**src/rtl/arb_pkg.sv**
```systemverilog
// Shared types and constants for the round-robin req/gnt arbiter.
package arb_pkg;

    typedef enum logic [1:0] {IDLE, GRANT, GAP} arb_state_t;

    localparam int unsigned STAT_W = 16;

endpackage

```
**src/rtl/rr_priority_pick.sv**
```systemverilog
// Combinational rotate-from-ptr priority encoder: first set req bit at or after ptr, wrapping.
module rr_priority_pick
    import arb_pkg::*;
#(
    parameter int N_REQ = 4,
    parameter int ID_W  = $clog2(N_REQ)
) (
    input  logic [N_REQ-1:0] req,
    input  logic [ID_W-1:0]  ptr,
    output logic [ID_W-1:0]  sel,
    output logic             valid
);

    always_comb begin
        sel   = '0;
        valid = |req;
        // Scan farthest offset first so the nearest set bit to ptr wins.
        for (int unsigned i = N_REQ; i > 0; i--) begin
            int unsigned idx;
            idx = (32'(ptr) + i - 1) % N_REQ;
            if (req[idx]) begin
                sel = ID_W'(idx);
            end
        end
    end

endmodule

```
**src/rtl/rr_req_gnt_arbiter.sv**
```systemverilog
// Round-robin arbiter with bounded tenure and a one-cycle gap between owners.
// Optional ARB_STATS_EN adds saturating grant/timeout counters.
module rr_req_gnt_arbiter
    import arb_pkg::*;
#(
    parameter int N_REQ    = 4,
    parameter int MAX_HOLD = 8,
    parameter int ID_W     = $clog2(N_REQ)
) (
    input  logic              clk,
    input  logic              rst,
    input  logic [N_REQ-1:0]  req,
    output logic [N_REQ-1:0]  gnt,
    output logic [ID_W-1:0]   gnt_id,
    output logic              busy,
`ifdef ARB_STATS_EN
    output logic [STAT_W-1:0] grant_count,
    output logic [STAT_W-1:0] timeout_count,
`endif
    output logic              timeout
);

    localparam int HC_W = $clog2(MAX_HOLD + 1);

    arb_state_t        state;
    logic [ID_W-1:0]   ptr;
    logic [HC_W-1:0]   hold_cnt;
    logic [ID_W-1:0]   pick_sel;
    logic              pick_valid;
    logic [ID_W-1:0]   ptr_next;

    rr_priority_pick #(
        .N_REQ (N_REQ),
        .ID_W  (ID_W)
    ) u_pick (
        .req   (req),
        .ptr   (ptr),
        .sel   (pick_sel),
        .valid (pick_valid)
    );

    assign ptr_next = (gnt_id == ID_W'(N_REQ - 1)) ? '0 : gnt_id + 1'b1;

    always_ff @(posedge clk) begin
        if (rst) begin
            state    <= IDLE;
            gnt      <= '0;
            gnt_id   <= '0;
            busy     <= 1'b0;
            timeout  <= 1'b0;
            ptr      <= '0;
            hold_cnt <= '0;
`ifdef ARB_STATS_EN
            grant_count   <= '0;
            timeout_count <= '0;
`endif
        end else begin
            timeout <= 1'b0;
            case (state)
                IDLE, GAP: begin
                    if (pick_valid) begin
                        gnt      <= N_REQ'(1) << pick_sel;
                        gnt_id   <= pick_sel;
                        busy     <= 1'b1;
                        hold_cnt <= HC_W'(1);
                        state    <= GRANT;
`ifdef ARB_STATS_EN
                        if (grant_count != '1) grant_count <= grant_count + 1'b1;
`endif
                    end else begin
                        gnt   <= '0;
                        busy  <= 1'b0;
                        state <= IDLE;
                    end
                end
                GRANT: begin
                    if (!req[gnt_id]) begin
                        gnt   <= '0;
                        busy  <= 1'b0;
                        ptr   <= ptr_next;
                        state <= GAP;
                    end else if (hold_cnt == HC_W'(MAX_HOLD)) begin
                        gnt     <= '0;
                        busy    <= 1'b0;
                        timeout <= 1'b1;
                        ptr     <= ptr_next;
                        state   <= GAP;
`ifdef ARB_STATS_EN
                        if (timeout_count != '1) timeout_count <= timeout_count + 1'b1;
`endif
                    end else begin
                        hold_cnt <= hold_cnt + 1'b1;
                    end
                end
                default: begin
                    gnt   <= '0;
                    busy  <= 1'b0;
                    state <= IDLE;
                end
            endcase
        end
    end

endmodule

```
**config.mk**
```make
export PLATFORM = sky130hd
export DESIGN_NAME = rr_req_gnt_arbiter
export DESIGN_NICKNAME = d
export VERILOG_FILES = /design/src/rtl/arb_pkg.sv /design/src/rtl/rr_priority_pick.sv /design/src/rtl/rr_req_gnt_arbiter.sv
export SDC_FILE = /design/constraint.sdc
export NUM_CORES = 1
export LEC_CHECK = 0
export BUFFER_PORTS_ARGS = -buffer_cell sky130_fd_sc_hd__buf_2
export CAP_MARGIN = 25
export CORE_ASPECT_RATIO = 0.9
export CORE_MARGIN = 2
export CORE_UTILIZATION = 45
export CTS_CLUSTER_SIZE = 20
export DETAILED_ROUTE_END_ITERATION = 10
export PLACE_DENSITY_LB_ADDON = 0.05
export RECOVER_POWER = 100
export SYNTH_ARGS = -nofsm -noshare
export SYNTH_HDL_FRONTEND = slang
export SYNTH_SLANG_ARGS = --single-unit
```
**constraint.sdc**
```tcl
create_clock -name clk -period 2.2 [get_ports clk]
set_input_delay 0.55 -clock clk [delete_from_list [all_inputs] [get_ports clk]]
set_output_delay 0.55 -clock clk [all_outputs]
set_load 0.03 [all_outputs]
```
After elaboration in Yosys (flattened, before gate mapping)
Cells that the tools add are included.
{"block": "word_totals", "reg_bits": 16, "in_bits": 6, "output_inout_bits": 8}
{"block": "classes", "n_addsub": 10, "n_lt_le_gt_ge": 5, "n_eq_ne": 9, "shifts": 1, "mux": 34, "n_bitwise": 2, "n_reduce_logical": 8}
{"cell": "2-to-1 mux 4 bit", "count": 6}
{"cell": "2-to-1 mux 2 bit", "count": 9}
{"cell": "case mux 4 bit (2 select lines)", "count": 2}
{"cell": "less-than comparator 2 x 3 -> 1 bit (second input constant)", "count": 5}
{"cell": "binary-select mux 1 bit (select 2 bit)", "count": 5}
{"cell": "2-to-1 mux 1 bit", "count": 10}
{"cell": "subtractor 2 x 1 -> 2 bit (second input constant)", "count": 4}
{"cell": "adder 2 x 1 -> 2 bit (second input constant)", "count": 3}
{"cell": "!= test 2 bit (second input constant)", "count": 3}
{"cell": "adder 2 bit (second input constant)", "count": 2}
{"cell": "adder 4 x 1 -> 4 bit (second input constant)", "count": 1}
{"cell": "equality test 2 bit (second input constant)", "count": 2}
{"cell": "equality test 4 bit (second input constant)", "count": 1}
{"cell": "case mux 2 bit (2 select lines)", "count": 1}
{"cell": "AND reduction 2 bit", "count": 2}
{"cell": "AND reduction 4 bit", "count": 1}
{"cell": "OR reduction 4 bit", "count": 1}
{"cell": "left shift 1 x 2 -> 4 bit (first input constant)", "count": 1}
{"cell": "!= test 3 bit (second input constant)", "count": 1}
{"cell": "OR reduction 3 bit", "count": 1}
{"cell": "equality test 2 x 1 -> 1 bit (second input constant)", "count": 1}
{"cell": "logical NOT 2 bit", "count": 1}
{"cell": "!= test 2 x 1 -> 1 bit (second input constant)", "count": 1}
{"cell": "inverter 1 bit", "count": 2}
{"cell": "other kinds (3)", "count": 3}

Logic depth before layout (Yosys ltp)
{"block": "logic_depth", "ltp_word": 11, "depth_mapped": 7}

Modules after synthesis
A second synthesis with hierarchy kept.
{"block": "unflattened", "hier_cells": 85, "hier_area_um2": 764.5}
{"mod": "rr_req_gnt_arbiter", "n_inst": 1, "cells_per_inst": 72, "area_per_inst_um2": 686.9}
{"mod": "rr_priority_pick", "n_inst": 1, "cells_per_inst": 13, "area_per_inst_um2": 77.6}

Worst setup path after synthesis
OpenSTA, ideal clock, no wires.
{"block": "synth_path", "kind": "register to register", "startpoint": "register gnt_id[1]", "endpoint": "register hold_cnt[1]", "setup_time_ns": 0.068, "t_arrival_ns": 1.892, "slack_ns": 0.241, "stages_incl_launch_ff": 6, "path_buffers": 1, "period_less_slack_ns": 1.959, "cell_sequence": "dfxtp_1 -> mux4_2 -> and3_1 -> clkbuf_2 -> or3_1 -> a21oi_2"}
{"block": "synth_via", "elab_chain_cells": 4}
{"item": "start: declaration", "line": "rr_req_gnt_arbiter.sv:14", "text": "output logic [ID_W-1:0] gnt_id,"}
{"item": "start signal: assignment", "line": "rr_req_gnt_arbiter.sv:63", "text": "gnt_id <= pick_sel;"}
{"item": "binary-select mux 1 bit (select 2 bit)", "line": "rr_req_gnt_arbiter.sv:77", "text": "if (!req[gnt_id]) begin"}
{"item": "2-to-1 mux 1 bit (implied by the code)", "line": "rr_req_gnt_arbiter.sv:77"}
{"item": "!= test 2 bit (no line)"}
{"item": "AND reduction 4 bit (no line)"}
{"item": "end signal: assignment", "line": "rr_req_gnt_arbiter.sv:92", "text": "hold_cnt <= hold_cnt + 1'b1;"}
{"item": "end: declaration", "line": "rr_req_gnt_arbiter.sv:27", "text": "logic [HC_W-1:0] hold_cnt;"}
Every way passes these cells. The select of a mux whose other input is x is not followed.
A chain may end at the register's enable or synchronous reset.

Final worst setup path
Ends and elaborated chain as after synthesis.

==> metrics.md <==
| Metric | Value |
|---|---|
| Flop2flop setup slack | 420 ps |
| Final WL | 1383 um |
| Die Wd | between 40 and 50 um |
| Die H | between 40 and 50 um |
| Outcome | finished clean |
| # rows | 14 |
| Clock sink total | 16 |
| CTS clk-pin slew, worst paths | 80 ps |
| I/O Pins | 14 |
| Area grow syn2layout | 14.12% |
| CTS Buffer Depth | 2 |
| Synth Register Bits | 16 |
| Critical Path End Type | flip-flop |
| Hold Fails Final Rpt | 0 |
| Via-to-Cell Ratio | roughly 5.3 |
| CP max-delay cell | mux4_2 |
| FFs w/ async S/R, synth | 0% |
| Max-slew violations | 0 |
| Clock Root Buffer | clkbuf_4 |
| Buffers on Ports | 13 |
| Global-route wire length before repair | between 2000 and 2500 um |
| Core Box Area | roughly 1600 um^2 |
| Setup ws final | around 420 ps |
| Crit path buf inv count | 0 |
| H-tree levels | 1 |
| Hpwl dp | 1042 um |
| Antenna viol nets, final | 0 |
| Syn_area_per_cell | between 9 and 10 um^2 |
| Max VDD drop | roughly 450 uV |
| Area leader, netlist | dfxtp_1 |
| Reg area | ~320 um^2 |
| Worst-Skew Late Latency | roughly 280 ps |
| Critical path's largest stage delay | around 590 ps |
| Least-Margin Pin Slew | 578.6 ps |
| CP required | between 2000 and 2500 ps |
| Count leader, synth | dfxtp_1 |
| Largest net degree at the start of global routing | 15 |
| Cell count after synthesis | between 80 and 90 |
| Total gr overflow | 0 |
| Max Freq | around 560 MHz |
| Post-synth top cells | dfxtp_1 (16), nor2_1 (8), a21oi_1 (6), nor3_1 (6) |
| Clock period minus worst slack | between 1500 and 2000 ps |
| CTS buffer count | 3 |
| # fillers | about 170 |
| Yosys cell types | 34 |
| Yosys Warn Count | 0 |
| Vias | around 640 |
| Post-CTS Setup Inserts | 0 |
| Final number of setup-violating endpoints | 0 |
| RSZ-0062 raised after global routing | false |
| Final Cycle Share | between 80% and 90% |
| Post-synth EDFFs | 0 |
| Critical-path maximum fanout | 7 |
| Initial antenna violation count | 0 |
| Cells along the critical path | mux4_2 -> and3_1 -> or3_1 -> a21oi_2 |
| Net count, final | 108 |
| Synth top area share | between 40% and 50% |
| WL per Instance | between 10 and 15 um |
| CTS-repair resized insts | 0 |
| Drt pass-1 iters | 4 |
| Critical path class | flip-flop to flip-flop |
| Area occupied by multi-input gates | between 400 and 500 um^2 |
| Total track usage | 16.33% |
| Critical Path AT | around 2000 ps |
| Main flop type after synthesis | dfxtp_1 |
| Die area | 2018 um^2 |
| Antenna Cells | 0 |
| # Max-Cap Violations | 0 |
| Leak pwr | 0.3277 nW |
| Syn nets | 91 |
| Worst Hold Class | flip-flop to flip-flop |
| Initial DRC count | 8 |
| Initial Util | between 40 and 50% |
| Rel. slew slack | about three fifths |
| Layout cells sized above 1 | between 10% and 20% |
| Vias in the first global route | roughly 540 |
| Drc violations | 0 |
| Final TNS setup | 0 ps |
| CP top delay family | simple AND/OR/NAND/NOR gates |
| Pwr Total | between 0.5 and 0.6 mW |
| Syn Std Cell Area | ~750 um^2 |
| Placer congestion estimate | 0.8762 |
| Worst slack, placed | 180.3 ps |
| Crit start category | flip-flop |
| Sequential share of the synthesized area | a little over two fifths |
| Pwr dens | 675.4 nW/um^2 |
| Cts hold-fix bufs | 0 |
| Synth area leaders | dfxtp_1 (43%), ha_1 (5.0%), a21oi_1 (4.0%), nor3_1 (4.0%), nor2_1 (4.0%) |
| CTS tree | done |
| Clk_skew | around 2.7 ps |
## cells in the final DEF (no fill, tap or decap), types with 3 or more instances in the layout
master     n
dfxtp_1   16
a21oi_1    6
clkbuf_1   9
clkbuf_4   3
nor2_1     8
buf_2      5
inv_1      4
ha_1       3
nor3_1     6
nand2_1    4
## area by class of cell
class	instances	area share [%]
inverter	4	1.747
sequential	16	37.26
clock buffer	3	2.620
timing repair buffer	15	7.715
tap	24	3.493
multi-input combinational	59	47.16
## kinds of logic (layout without fill, tap and decap cells)
kind of cell    after synthesis  count (layout)  share of synthesized area (%)
xor+xnor                      2               2                          2.326
simple gates                 31              31                          21.76
compound gates               20              20                          19.10
mux                           3               3                          5.648
fa+ha+maj                     3               3                          4.984
buf+inv                       7              22                          3.654
flops                        16              16                          42.53
## per-layer routing
| metal | wire length [um] | track usage [%] | share of wire, % | vias up |
|---|---|---|---|---|
| met2 | 559 | 20.82 | 40 | 10 |
| met3 | 54 | 6.383 | 3.9 | 2 |
| met5 | 0 | 0 | 0 | - |
| met1 | 758 | 24.07 | 55 | 296 |
| li1 | - | - | - | 334 |
| met4 | 10 | 6.667 | 0.72 | 0 |
## report_power, final
part | internal, mW | switching [mW]
clock network | 0.0634 | 0.0805
logic | 0.0416 | 0.0723
registers | 0.307 | 0.0153
## sequential cells by signal (all words and copies together), names as in the netlist
register / count
busy: 1
gnt: 4
hold_cnt: 4
timeout: 1
gnt_id: 2
ptr: 2
state: 2
## worst paths after layout
check	cells after the start	to	start
worst max-delay path	4	hold_cnt[1]$_SDFFE_PP0P_	gnt_id[1]$_SDFFE_PP0P_
worst min-delay path	1	gnt[2]$_SDFFE_PP0P_	gnt[2]$_SDFFE_PP0P_
worst max register to register	4	hold_cnt[1]$_SDFFE_PP0P_	gnt_id[1]$_SDFFE_PP0P_
worst min register to register	1	gnt[2]$_SDFFE_PP0P_	gnt[2]$_SDFFE_PP0P_
## through the flow
stage	instances	hold slack [ps]	util, %	cell area [um^2]
floorplan	82	482.2	-	753.2
global placement	118	449.6	52.23	850.8
detailed placement	118	454.1	52.23	850.8
CTS	121	474.3	53.61	873.3
global route	121	505.6	52.76	859.6
finish	121	471.9	52.76	859.6
(Power assumes the default switching activity.)
